[config.mk]
export PLATFORM = sky130hd
export DESIGN_NAME = bch_syndrome_kes
export DESIGN_NICKNAME = d
export VERILOG_FILES = /design/src/rtl/bch_syndrome_kes.sv
export SDC_FILE = /design/constraint.sdc
export NUM_CORES = 1
export LEC_CHECK = 0
export CORE_MARGIN = 2
export CORE_UTILIZATION = 30
export DETAILED_ROUTE_END_ITERATION = 16
export PLACE_DENSITY = 0.45
export SKIP_LAST_GASP = 1
export SLEW_MARGIN = 10
export SYNTH_ARGS = -nofsm -noshare
export SYNTH_HDL_FRONTEND = slang
export SYNTH_SLANG_ARGS = --single-unit
[constraint.sdc]
create_clock -name clk -period 2.29 [get_ports clk]
set_input_delay 0.458 -clock clk [delete_from_list [all_inputs] [get_ports clk]]
set_output_delay 0.458 -clock clk [all_outputs]
set_load 0.03 [all_outputs]
[src/rtl/bch_syndrome_kes.sv]
// BCH(15,7) t=2 decoder front-end over GF(2^4), p(x) = x^4 + x + 1.
// Serially accumulates syndromes S1 = r(a) and S3 = r(a^3) by Horner's rule,
// then solves the t=2 key equation directly (Peterson) for lambda1/lambda2.
module bch_syndrome_kes (
  input  logic       clk,
  input  logic       rst_n,
  input  logic       in_valid,
  output logic       in_ready,
  input  logic       in_bit,
  output logic       out_valid,
  input  logic       out_ready,
  output logic [3:0] lambda1,
  output logic [3:0] lambda2,
  output logic [3:0] syn1,
  output logic [3:0] syn3,
  output logic       no_error,
  output logic       uncorrectable
);

  localparam int unsigned GF_W  = 4;
  localparam int unsigned CNT_W = 4;
  localparam logic [CNT_W-1:0] LAST_BIT = CNT_W'(14);
  localparam logic [GF_W-1:0]  ALPHA    = GF_W'(4'b0010);
  localparam logic [GF_W-1:0]  ALPHA3   = GF_W'(4'b1000);

  typedef enum logic [1:0] {
    ACCUM = 2'd0,
    CALC1 = 2'd1,
    CALC2 = 2'd2,
    OUT   = 2'd3
  } state_t;

  state_t            state;
  logic [CNT_W-1:0]  count;
  logic [GF_W-1:0]   cube;
  logic [GF_W-1:0]   inv;

  logic [GF_W-1:0]   s1_step;
  logic [GF_W-1:0]   s3_step;
  logic [GF_W-1:0]   cube_next;
  logic [GF_W-1:0]   inv_next;
  logic [GF_W-1:0]   lambda2_next;

  // Shift-and-add multiply, reducing by x^4 = x + 1 at every shift.
  function automatic logic [GF_W-1:0] gf_mul(input logic [GF_W-1:0] a,
                                             input logic [GF_W-1:0] b);
    logic [GF_W-1:0] acc;
    logic [GF_W-1:0] sh;
    acc = '0;
    sh  = a;
    for (int i = 0; i < int'(GF_W); i++) begin
      if (b[i]) acc = acc ^ sh;
      sh = {sh[GF_W-2:0], 1'b0} ^ (sh[GF_W-1] ? GF_W'(4'b0011) : GF_W'(4'b0000));
    end
    return acc;
  endfunction

  // Multiplicative inverse lookup; zero maps to zero so S1 = 0 zeroes lambda2.
  function automatic logic [GF_W-1:0] gf_inv(input logic [GF_W-1:0] a);
    logic [GF_W-1:0] r;
    case (a)
      4'h0: r = 4'h0;
      4'h1: r = 4'h1;
      4'h2: r = 4'h9;
      4'h3: r = 4'hE;
      4'h4: r = 4'hD;
      4'h5: r = 4'hB;
      4'h6: r = 4'h7;
      4'h7: r = 4'h6;
      4'h8: r = 4'hF;
      4'h9: r = 4'h2;
      4'hA: r = 4'hC;
      4'hB: r = 4'h5;
      4'hC: r = 4'hA;
      4'hD: r = 4'h4;
      4'hE: r = 4'h3;
      default: r = 4'h8;
    endcase
    return r;
  endfunction

  // Horner steps, cube/inverse and lambda2 datapath.
  always_comb begin
    s1_step      = gf_mul(syn1, ALPHA)  ^ {3'b000, in_bit};
    s3_step      = gf_mul(syn3, ALPHA3) ^ {3'b000, in_bit};
    cube_next    = gf_mul(gf_mul(syn1, syn1), syn1);
    inv_next     = gf_inv(syn1);
    lambda2_next = gf_mul(syn3 ^ cube, inv);
  end

  // Control FSM with all outputs registered.
  always_ff @(posedge clk or negedge rst_n) begin
    if (!rst_n) begin
      state         <= ACCUM;
      count         <= '0;
      cube          <= '0;
      inv           <= '0;
      syn1          <= '0;
      syn3          <= '0;
      lambda1       <= '0;
      lambda2       <= '0;
      no_error      <= 1'b0;
      uncorrectable <= 1'b0;
      in_ready      <= 1'b1;
      out_valid     <= 1'b0;
    end else begin
      case (state)
        ACCUM: begin
          if (in_valid) begin
            syn1  <= s1_step;
            syn3  <= s3_step;
            count <= count + CNT_W'(1);
            if (count == LAST_BIT) begin
              state    <= CALC1;
              in_ready <= 1'b0;
            end
          end
        end
        CALC1: begin
          cube  <= cube_next;
          inv   <= inv_next;
          state <= CALC2;
        end
        CALC2: begin
          lambda1       <= syn1;
          lambda2       <= lambda2_next;
          no_error      <= (syn1 == '0) && (syn3 == '0);
          uncorrectable <= (syn1 == '0) && (syn3 != '0);
          out_valid     <= 1'b1;
          state         <= OUT;
        end
        OUT: begin
          if (out_ready) begin
            syn1          <= '0;
            syn3          <= '0;
            count         <= '0;
            lambda1       <= '0;
            lambda2       <= '0;
            no_error      <= 1'b0;
            uncorrectable <= 1'b0;
            out_valid     <= 1'b0;
            in_ready      <= 1'b1;
            state         <= ACCUM;
          end
        end
        default: begin
          state <= ACCUM;
        end
      endcase
    end
  end

endmodule

==> key figures <==
Run status
  – Status: finished, final reports clean

Min path
  – Hold Crit Class: flop to flop
  – Hold_sp: lambda1[3]$_DFFE_PN0P_
  – WHS Endpoint: lambda1[3]$_DFFE_PN0P_
  – Worst hold stages: 2

Global route
  – First-pass GRT wire length: between 10 and 15 mm
  – GR Overflow Total: 0
  – All-Layer GR Usage: 0.1467
  – Initial antenna violation count: 0
  – Largest net degree at the start of global routing: 35
  – Vias in the first global route: about 2,300

Worst setup path
  – R2r startpoint: syn1[3]$_DFFE_PN0P_
  – FF-to-FF setup slack: about 90 ps
  – Worst R2R Path Depth: 8
  – CP Data Arrival Time: about 2400 ps
  – Crit path kind: flop to flop
  – Slowest cell on the critical path: dfrtp_2
  – Cell chain of the critical path: buf_4 -> ha_1 -> or2_2 -> a21oi_1 -> o211ai_1 -> xnor2_1 -> xor2_1 -> mux2_2
  – Worst Path Required: roughly 2500 ps
  – Largest fanout on the critical path: 8
  – Crit end category: flop
  – R2r endpoint: cube[0]$_DFFE_PN0N_
  – Startpoint types: flop
  – Worst path max stage delay: roughly 450 ps

Final layout
  – Layout Cells excl Fill: roughly 470
  – Multi-input logic area: 1851 um^2
  – Layout cell share with drive strength beyond 1: 0.1592
  – Cell area after layout: between 3000 and 4000 um^2
  – Nets: around 380
  – P&R area growth vs syn: 21.62%
  – Register Area: roughly 860 um^2
  – Ant. Diodes: 0
  – Filler cells: around 930

STA
  – Worst setup margin: ~90 ps
  – # setup viols final: 0
  – F_max: 454.5 MHz
  – Slew Limit Fails: 0
  – Unrepaired setup endpoints after global routing: yes
  – Hold Fails Final Rpt: 0
  – Hold WS: between 400 and 500 ps
  – Worst Tran Pin Value: 669.1 ps
  – Min Tclk post-route: roughly 2200 ps
  – Setup Skew: ~11 ps
  – Slew HR: 0.5530
  – Crit share post-route: 0.9607

Synthesis
  – Yosys reg bits: 34
  – Sequential fraction of the synthesis area: 0.3029
  – Syn nets: 350
  – Mapped Cells: roughly 330
  – Largest area contributor in the netlist: dfrtp_1
  – Post-synth EDFFs: 0
  – Post-synth top area share: 0.2936
  – Syn Area/Cell: approximately 8.7 um^2
  – Area contributors post-synth: dfrtp_1 29%, ha_1 8.9%, xnor2_1 5.9%
  – Synth Cell Area: around 2800 um^2
  – Synth Warn #: 0
  – Distinct cells, synth: 50
  – Post-synthesis async set-or-reset flop share: 1.000
  – Most used DFF post-synth: dfrtp_1

Drt
  – Pre-antenna DRT Iters: 4
  – Wire length per cell: 14.96 um
  – Drt total wl: between 7 and 8 mm
  – Routed Antenna Nets: 0
  – DRC Markers: 0
  – Vias per inst: between 5 and 6
  – DRT iter0 DRCs: 127
  – Total via count in the routed design: 2,442

Die
  – Cell Rows: 35
  – I/O pin count: 25
  – Core region area: between 9000 and 10,000 um^2
  – Initial core utilization: 0.3073
  – Die Y: ~100 um
  – Die Wd: approximately 100 um
  – Full die area: approximately 10,000 um^2

Placed design
  – Dpl cells: between 400 and 500
  – PortBufs: 24
  – Pre-CTS setup slack: 38.43 ps
  – Routability Congestion: just over 0.8
  – Detailed placement HPWL: 5.110 mm
  – Placed cell areas: ~3300 um^2

Clock network
  – CTS buffer count: 5
  – CTS root buffer: clkbuf_8
  – Clock tree buffer depth: 2
  – CTS clock-pin slew for the worst setup and hold paths: 80 ps
  – Hold buffers post-CTS: 0
  – H-tree depth: 2
  – Clock Latency Late Sink: roughly 290 ps
  – Clock sink count: 34
  – TritonCTS clock tree: yes

Power
  – Leak Pwr: about 0.0014 uW
  – Power Density: 1479 nW/um^2
  – Peak VDD IR: about 0.45 mV
  – Design Power: around 5000 uW

Flow run
  – Maxcap violations: 0
## layer usage
metal	share of wire	wire (um)	GRT usage	up-vias
li1	-	-	-	1213
met1	0.48	3347	0.2047	1171
met2	0.47	3328	0.2359	50
met3	0.038	264	0.02635	8
met4	0.011	74	0.03477	0
met5	0	0	0	-
## sequential cells by signal, indices dropped and copies added (netlist names)
name / cells
in_ready: 1
syn3: 4
lambda1: 4
lambda2: 4
out_valid: 1
state: 2
count: 4
inv: 4
uncorrectable: 1
cube: 4
no_error: 1
syn1: 4
## repair_timing
item | 4_1_cts | 5_1_grt
setup buffers | 0 | 1
hold endpoints to repair | 0 | 0
setup endpoints to repair | 0 | 4
resized for setup | 0 | 7
## metrics by stage
step | setup TNS (ps) | util
after global placement | 0 | 0.3589
after detailed placement | 0 | 0.3589
after global routing | -21.64 | 0.3738
final | 0 | 0.3738
after floorplan | -4.658 | -
after CTS | 0 | 0.3692
## layout by cell type (no fill, tap or decap), types with 2 or more instances in the layout
master,instances
dfrtp_1,30
or3_1,2
xnor2_2,2
dfrtp_2,3
clkbuf_8,6
buf_4,24
nor3_1,5
nand2_1,40
o31ai_1,5
clkdlybuf4s50_1,24
xnor2_1,18
nor2_1,17
a22o_1,9
nand4_1,5
nor3b_2,2
mux2_2,4
nand2b_1,5
ha_2,2
o211ai_1,6
nor2b_1,4
xnor3_1,3
xor2_1,11
a22oi_1,2
o2111ai_1,2
a21oi_1,19
nand3_1,8
mux2i_1,8
inv_1,15
o32a_1,2
o21ai_0,27
o22ai_1,7
ha_1,17
## report_power, final
part / internal [uW] / switching, uW
clock network: 242 / 237
logic: 1500 / 1950
registers: 856 / 280
total: 2590 / 2470
## cells by family after synthesis
kind of cell,share of synthesized area
adders and majority gates,0.08897
xor gates and xnor gates,0.1263
AOI/OAI and AO/OA,0.2060
DFF,0.3029
and+or+nand+nor,0.1606
muxes,0.05783
buffers and inverters,0.05738
## layout make-up
class	instances	area share
Multi-Input combinational cell	252	0.5410
Sequential cell	34	0.2502
Timing Repair Buffer	48	0.1229
Tap cell	111	0.04060
Clock buffer	6	0.02414
Inverter	16	0.01756
Clock inverter	2	0.003658
## how the worst max path moves through the flow
| stage | startpoint | endpoint | slack, ps | cells past startpoint |
|---|---|---|---|---|
| 5_1_grt | syn1[2]$_DFFE_PN0P_ | cube[2]$_DFFE_PN0N_ | -20 | 8 |
| 3_3_place_gp | syn1[2]$_DFFE_PN0P_ | cube[3]$_DFFE_PN0N_ | 60 | 8 |
| 2_1_floorplan | syn1[2]$_DFFE_PN0P_ | cube[2]$_DFFE_PN0N_ | -5 | 9 |
| 6_report | syn1[3]$_DFFE_PN0P_ | cube[0]$_DFFE_PN0N_ | 90 | 8 |
| 3_5_place_dp | syn1[3]$_DFFE_PN0P_ | cube[2]$_DFFE_PN0N_ | 40 | 7 |
| 4_1_cts | syn1[3]$_DFFE_PN0P_ | cube[3]$_DFFE_PN0N_ | 9 | 7 |
## Yosys cell counts (5+ instances only)
library cell	number
a21oi_1	19
a22o_1	9
buf_1	5
buf_2	6
clkbuf_1	11
dfrtp_1	33
ha_1	20
inv_1	15
mux2i_1	8
nand2_1	40
nand2b_1	5
nand3_1	8
nand4_1	5
nor2_1	17
nor3_1	5
o211ai_1	6
o21ai_0	27
o22ai_1	7
o31ai_1	5
xnor2_1	19
xor2_1	12
## critical path, delay by kind of cell, from the launching register on
kind                       cells  cell delay (ps)
DFF                            1              450
and+or+nand+nor                1              400
xor gates and xnor gates       2              310
AOI/OAI and AO/OA              2              300
muxes                          1              250
adders and majority gates      1              220
buffers and inverters          1              160
Power figures use the tool's default switching activity.
